[src/rtl/leaf_port_pkg.sv]
// Shared definitions for leaf-shell stream ports: payload width, vld/ack transfer rule,
// and the occupancy-update encoding used by the port fifos.
package leaf_port_pkg;

  localparam int unsigned PAYLOAD_BITS_DEFAULT = 32;

  // A word moves on any cycle where both handshake signals are at these levels.
  localparam logic XFER_VLD = 1'b1;
  localparam logic XFER_ACK = 1'b1;

  typedef logic [PAYLOAD_BITS_DEFAULT-1:0] payload_t;

  typedef enum logic [1:0] {
    CNT_HOLD,
    CNT_INC,
    CNT_DEC
  } cnt_op_e;

  function automatic logic xfer(input logic vld, input logic ack);
    return (vld == XFER_VLD) && (ack == XFER_ACK);
  endfunction

endpackage

[src/rtl/user_port_fifo_ram.sv]
// Simple dual-port storage for user_port_fifo: one synchronous write port,
// one asynchronous read port.
module user_port_fifo_ram #(
  parameter int unsigned PAYLOAD_BITS = 32,
  parameter int unsigned DEPTH_BITS   = 4
) (
  input  logic                    clk_user,
  input  logic                    wr_en,
  input  logic [DEPTH_BITS-1:0]   wr_addr,
  input  logic [PAYLOAD_BITS-1:0] wr_data,
  input  logic [DEPTH_BITS-1:0]   rd_addr,
  output logic [PAYLOAD_BITS-1:0] rd_data
);

  localparam int unsigned DEPTH = 2**DEPTH_BITS;

  logic [PAYLOAD_BITS-1:0] mem [DEPTH];

  always_ff @(posedge clk_user) begin
    if (wr_en) begin
      mem[wr_addr] <= wr_data;
    end
  end

  assign rd_data = mem[rd_addr];

endmodule

[src/rtl/user_port_fifo.sv]
// Elastic FWFT buffer for one user-side stream port with registered ack/valid/data.
// Build option USER_PORT_FIFO_OVERFLOW_CHECK_EN enables the sticky overflow_err detector.
module user_port_fifo
  import leaf_port_pkg::*;
#(
  parameter int unsigned PAYLOAD_BITS       = PAYLOAD_BITS_DEFAULT,
  parameter int unsigned DEPTH_BITS         = 4,
  parameter int unsigned ALMOST_FULL_MARGIN = 2
) (
  input  logic                    clk_user,
  input  logic                    reset,
  input  logic [PAYLOAD_BITS-1:0] din,
  input  logic                    vld_in,
  output logic                    ack_out,
  output logic [PAYLOAD_BITS-1:0] dout,
  output logic                    vld_out,
  input  logic                    ack_in,
  output logic                    almost_full,
  output logic                    overflow_err
);

  localparam int unsigned         DEPTH     = 2**DEPTH_BITS;
  localparam logic [DEPTH_BITS:0] DEPTH_CNT = (DEPTH_BITS+1)'(DEPTH);
  localparam logic [DEPTH_BITS:0] AF_MARGIN = (DEPTH_BITS+1)'(ALMOST_FULL_MARGIN);

  logic [DEPTH_BITS-1:0]   wr_ptr;
  logic [DEPTH_BITS-1:0]   rd_ptr;
  logic [DEPTH_BITS:0]     count;
  logic [DEPTH_BITS:0]     count_nxt;
  logic [DEPTH_BITS:0]     stored;
  logic                    push;
  logic                    pop;
  logic                    load;
  logic                    stored_empty;
  logic [PAYLOAD_BITS-1:0] ram_rdata;
  cnt_op_e                 cnt_op;

  user_port_fifo_ram #(
    .PAYLOAD_BITS (PAYLOAD_BITS),
    .DEPTH_BITS   (DEPTH_BITS)
  ) u_ram (
    .clk_user (clk_user),
    .wr_en    (push),
    .wr_addr  (wr_ptr),
    .wr_data  (din),
    .rd_addr  (rd_ptr),
    .rd_data  (ram_rdata)
  );

  // Every push lands in the array; when the array holds nothing behind the output
  // register, din bypasses straight into it and rd_ptr steps past the same slot.
  always_comb begin
    push         = xfer(vld_in, ack_out);
    pop          = xfer(vld_out, ack_in);
    stored       = count - (DEPTH_BITS+1)'(vld_out);
    stored_empty = (stored == '0);
    load         = (pop || !vld_out) && (!stored_empty || push);

    cnt_op = CNT_HOLD;
    if (push && !pop) begin
      cnt_op = CNT_INC;
    end else if (pop && !push) begin
      cnt_op = CNT_DEC;
    end

    count_nxt = count;
    case (cnt_op)
      CNT_INC: count_nxt = count + 1'b1;
      CNT_DEC: count_nxt = count - 1'b1;
      default: count_nxt = count;
    endcase
  end

  always_ff @(posedge clk_user) begin
    if (reset) begin
      wr_ptr      <= '0;
      rd_ptr      <= '0;
      count       <= '0;
      ack_out     <= 1'b0;
      vld_out     <= 1'b0;
      dout        <= '0;
      almost_full <= 1'b0;
    end else begin
      count       <= count_nxt;
      ack_out     <= (count_nxt != DEPTH_CNT);
      almost_full <= ((DEPTH_CNT - count_nxt) <= AF_MARGIN);
      if (push) begin
        wr_ptr <= wr_ptr + 1'b1;
      end
      if (load) begin
        rd_ptr  <= rd_ptr + 1'b1;
        dout    <= stored_empty ? din : ram_rdata;
        vld_out <= 1'b1;
      end else if (pop) begin
        vld_out <= 1'b0;
      end
    end
  end

`ifdef USER_PORT_FIFO_OVERFLOW_CHECK_EN
  logic reset_done;

  // reset_done gates out the one cycle after reset where ack_out is still low.
  always_ff @(posedge clk_user) begin
    if (reset) begin
      reset_done   <= 1'b0;
      overflow_err <= 1'b0;
    end else begin
      reset_done <= 1'b1;
      if (vld_in && !ack_out && reset_done) begin
        overflow_err <= 1'b1;
      end
    end
  end

  pop_nonempty_a : assert property (@(posedge clk_user) disable iff (reset)
    !(pop && (count == '0)));
`else
  assign overflow_err = 1'b0;
`endif

endmodule

[config.mk]
export PLATFORM = sky130hd
export DESIGN_NAME = user_port_fifo
export DESIGN_NICKNAME = d
export VERILOG_FILES = /design/src/rtl/leaf_port_pkg.sv /design/src/rtl/user_port_fifo_ram.sv /design/src/rtl/user_port_fifo.sv
export SDC_FILE = /design/constraint.sdc
export NUM_CORES = 1
export LEC_CHECK = 0
export CORE_MARGIN = 4
export CORE_UTILIZATION = 55
export CTS_CLUSTER_SIZE = 25
export DETAILED_ROUTE_END_ITERATION = 10
export PLACE_DENSITY = 0.82
export SETUP_SLACK_MARGIN = 0.3
export SKIP_LAST_GASP = 1
export SLEW_MARGIN = 0
export SYNTH_ARGS = -nofsm -noshare
export SYNTH_HDL_FRONTEND = slang
export SYNTH_SLANG_ARGS = --single-unit
export TNS_END_PERCENT = 100
[constraint.sdc]
create_clock -name clk_user -period 3.7 [get_ports clk_user]
set_input_delay 0.555 -clock clk_user [delete_from_list [all_inputs] [get_ports clk_user]]
set_output_delay 0.555 -clock clk_user [all_outputs]
set_load 0.05 [all_outputs]
==> flow_metrics.env <==
export IMPL_h_tree_depth=2
export IMPL_first_pass_iters=5
export IMPL_busiest_layer="met2"
export IMPL_synth_area_top_cells="edfxtp_1, mux2i_1, mux4_2"
export IMPL_power_per_cell_area_nw_per_um2=681
export IMPL_holdBufCountCts=0
export IMPL_synth_cells=1212
export IMPL_path_class="primary input to flip-flop"
export IMPL_p_leak_nw=7.90
export IMPL_wirelength_um=47500
export IMPL_drive_gt1_share_pct=16.3
export IMPL_num_io_pins=72
export IMPL_cp_top_family="compound AO/OA/AOI/OAI gates"
export IMPL_cap_violations=0
export IMPL_grt_antenna_before_repair=0
export IMPL_seqPwrFrac_pct=43.0
export IMPL_cpMostUsedCell="ha_1"
export IMPL_hold_depth=1
export IMPL_path_buf_inv=2
export IMPL_ir_drop_v=0.000467
export IMPL_cp_slowest_cell="clkdlybuf4s50_1"
export IMPL_finalPower_mw=17.3
export IMPL_final_setup_skew_ns=0.0288
export IMPL_rows=73
export IMPL_final_common_cell="edfxtp_1"
export IMPL_yosys_register_bits=564
export IMPL_syn_cell_area_um2=22100
export IMPL_cts_resized_gates=0
export IMPL_dr_first_iter_drc_count=1189
export IMPL_rsz0062_at_grt="no"
export IMPL_path_max_fanout=5
export IMPL_cts_buffers=55
export IMPL_slowest_delay_ns=0.44
export IMPL_yosys_area_top_type="edfxtp_1"
export IMPL_cts_num_sinks=564
export IMPL_grt_util_met3_pct=3.56
export IMPL_pwr_share_comb_pct=26.0
export IMPL_max_clock_freq_ghz=0.347
export IMPL_p_sw_share_pct=29.9
export IMPL_reg2reg_depth=14
export IMPL_grt_util_all_layers_pct=21.7
export IMPL_ys_seq_area_share_pct=74.4
export IMPL_startpoint="vld_in"
export IMPL_dieArea_um2=43400
export IMPL_power_switching_mw=5.17
export IMPL_maxSlewHeadroom_pct=40.4
export IMPL_path_cells="clkdlybuf4s50_1 -> and2_2 -> inv_2 -> ha_1 -> xor2_1 -> ha_1 -> o21ai_0 -> a221oi_1 -> o221ai_1 -> xnor2_1 -> ha_1 -> nor2_1 -> o21ai_0 -> a211oi_1 -> a21o_1"
export IMPL_syn_avg_cell_area_um2=18.2
export IMPL_layout_common_cells="edfxtp_1, mux2i_1, nand2_1, clkdlybuf4s50_1"
export IMPL_grt_met1_usage_pct=30.0
export IMPL_min_period_over_period_pct=78.0
export IMPL_hold_violations=0
export IMPL_die_h_um=208
export IMPL_cts_setup_buffers=0
export IMPL_min_from="dout[3]$_SDFFE_PP0P_"
export IMPL_initial_core_util_pct=55.5
export IMPL_syn_to_final_growth_pct=15.0
export IMPL_routabilityCongestion=0.772
export IMPL_cp_depth=15
export IMPL_synth_nets=1260
export IMPL_synth_top_flop_cell="edfxtp_1"
export IMPL_grt_max_degree=66
export IMPL_regToRegStartpoint="ack_out$_SDFF_PP0_"
export IMPL_tns_ns=0
export IMPL_clockPowerShare_pct=31.0
export IMPL_finalNetCount=1354
export IMPL_grt_pass1_vias=12100
export IMPL_fin_crit_ns=2.89
export IMPL_cts_clk_slew_worst_paths_ns=0.06
export IMPL_io_buffers=70
export IMPL_fp_dieW_um=208
export IMPL_overflow=0
export IMPL_grt_pass1_wl_um=72900
export IMPL_required_ns=4.22
export IMPL_cp_arrival_ns=3.41
export IMPL_routedWlPerCell_um=25.3
export IMPL_critPathLaunchType="primary input"
export IMPL_worst_pin_slew_ns=0.894
export IMPL_cts_root_buffer="clkbuf_16"
export IMPL_cts_path_max_buffers=3
export IMPL_final_antenna_net_count=0
export IMPL_hpwl_um=27500
export IMPL_hp_class="flip-flop to flip-flop"
export IMPL_synth_top_area_share_pct=69.7
export IMPL_synthArstFlopShare_pct=0
export IMPL_p_int_mw=12.1
export IMPL_finalMaxSlewViolations=0
export IMPL_vias_per_cell=6.18
export IMPL_synth_cell_types=44
export IMPL_endpoint_kind="flip-flop"
export IMPL_setup_viol=0
export IMPL_via_count=11600
export IMPL_cts_tree="yes"
export IMPL_clkLatencyLatePin_ns=0.60
export IMPL_synth_edf_count=512
export IMPL_drc=0
export IMPL_status="completed"
export IMPL_use_met2_pct=36.6
export IMPL_yosysWarnings=0
export IMPL_core_area_um2=39700
==> Yosys cell counts, types with 2 or more instances <==
| cell type | count |
|---|---|
| a31oi_1 | 33 |
| buf_2 | 40 |
| a22oi_1 | 64 |
| nand2_1 | 74 |
| inv_1 | 5 |
| a21oi_1 | 3 |
| edfxtp_1 | 512 |
| xor2_1 | 8 |
| a21o_1 | 2 |
| xnor2_1 | 4 |
| mux4_2 | 64 |
| nor2b_1 | 6 |
| mux2i_1 | 163 |
| nand3_1 | 3 |
| clkbuf_2 | 2 |
| clkbuf_1 | 19 |
| nand2b_1 | 3 |
| and2_1 | 3 |
| o21ai_0 | 3 |
| nand4_1 | 2 |
| buf_1 | 4 |
| o21ai_1 | 33 |
| ha_1 | 12 |
| nor3_1 | 4 |
| a32o_1 | 32 |
| dfxtp_1 | 52 |
| buf_8 | 3 |
| nor2_1 | 33 |
| buf_4 | 11 |
==> final cells by class <==
cell class              instances  area [µm²]
diodes                          1        2.50
clock buffers                  76        1540
clock inverters                27         211
fillers                      2634       14300
inverters                       6        22.5
multi-input cells             561        5330
flip-flops and latches        564       16400
well taps                     525         657
repair buffers                118        1200
==> flip-flops by register name (all words and copies together), names as in the netlist, named ones only <==
| register | cells |
|---|---|
| rd_ptr | 4 |
| dout | 32 |
| almost_full | 1 |
| u_ram.mem | 512 |
| count | 5 |
| wr_ptr | 4 |
| ack_out | 1 |
| vld_out | 1 |
==> final timing paths <==
| path | endpoint | slack [ns] |
|---|---|---|
| worst min register to register | dout[3]$_SDFFE_PP0P_ | 0.47 |
| worst max register to register | almost_full$_SDFF_PP0_ | 0.87 |
| worst min-delay path | dout[3]$_SDFFE_PP0P_ | 0.47 |
| worst max-delay path | almost_full$_SDFF_PP0_ | 0.81 |
==> kinds of logic after synthesis <==
| logic type | count (synthesis) | share of synthesized area, % |
|---|---|---|
| DFF | 564 | 74.4 |
| muxes | 227 | 13.9 |
| AOI/OAI and AO/OA | 175 | 5.70 |
| and+or+nand+nor | 134 | 2.65 |
| buffers and inverters | 87 | 2.17 |
| adders and majority gates | 12 | 0.680 |
| xor gates and xnor gates | 12 | 0.476 |
| other | 1 | 0.0170 |
==> per-stage QoR <==
step / hold slack [ns] / cells / setup WS (ns) / area, µm² / utilization, %
after floorplan: 0.482 / 1212 / 0.458 / 22100 / -
after global placement: 0.450 / 1774 / 0.262 / 23600 / 59.5
after detailed placement: 0.454 / 1774 / 0.259 / 23600 / 59.5
after CTS: 0.467 / 1877 / 0.862 / 25400 / 63.9
after global routing: 0.479 / 1877 / 0.629 / 25400 / 63.9
final: 0.465 / 1878 / 0.814 / 25400 / 63.9
==> power by group through the flow <==
stage | Combinational (mW) | Sequential (mW) | Clock (mW)
2_1_floorplan | 2.91 | 7.88 | 0
3_3_place_gp | 4.38 | 7.55 | 0
3_5_place_dp | 4.48 | 7.56 | 0
4_1_cts | 4.51 | 7.43 | 5.44
5_1_grt | 4.78 | 7.45 | 5.71
6_report | 4.49 | 7.42 | 5.36
==> layer usage <==
layer | wire (µm) | vias to the layer above
met1 | 18900 | 5995
met5 | 0 | -
met3 | 3260 | 82
li1 | - | 5057
met4 | 1070 | 0
met2 | 24300 | 474
Power figures use the tool's default switching activity.
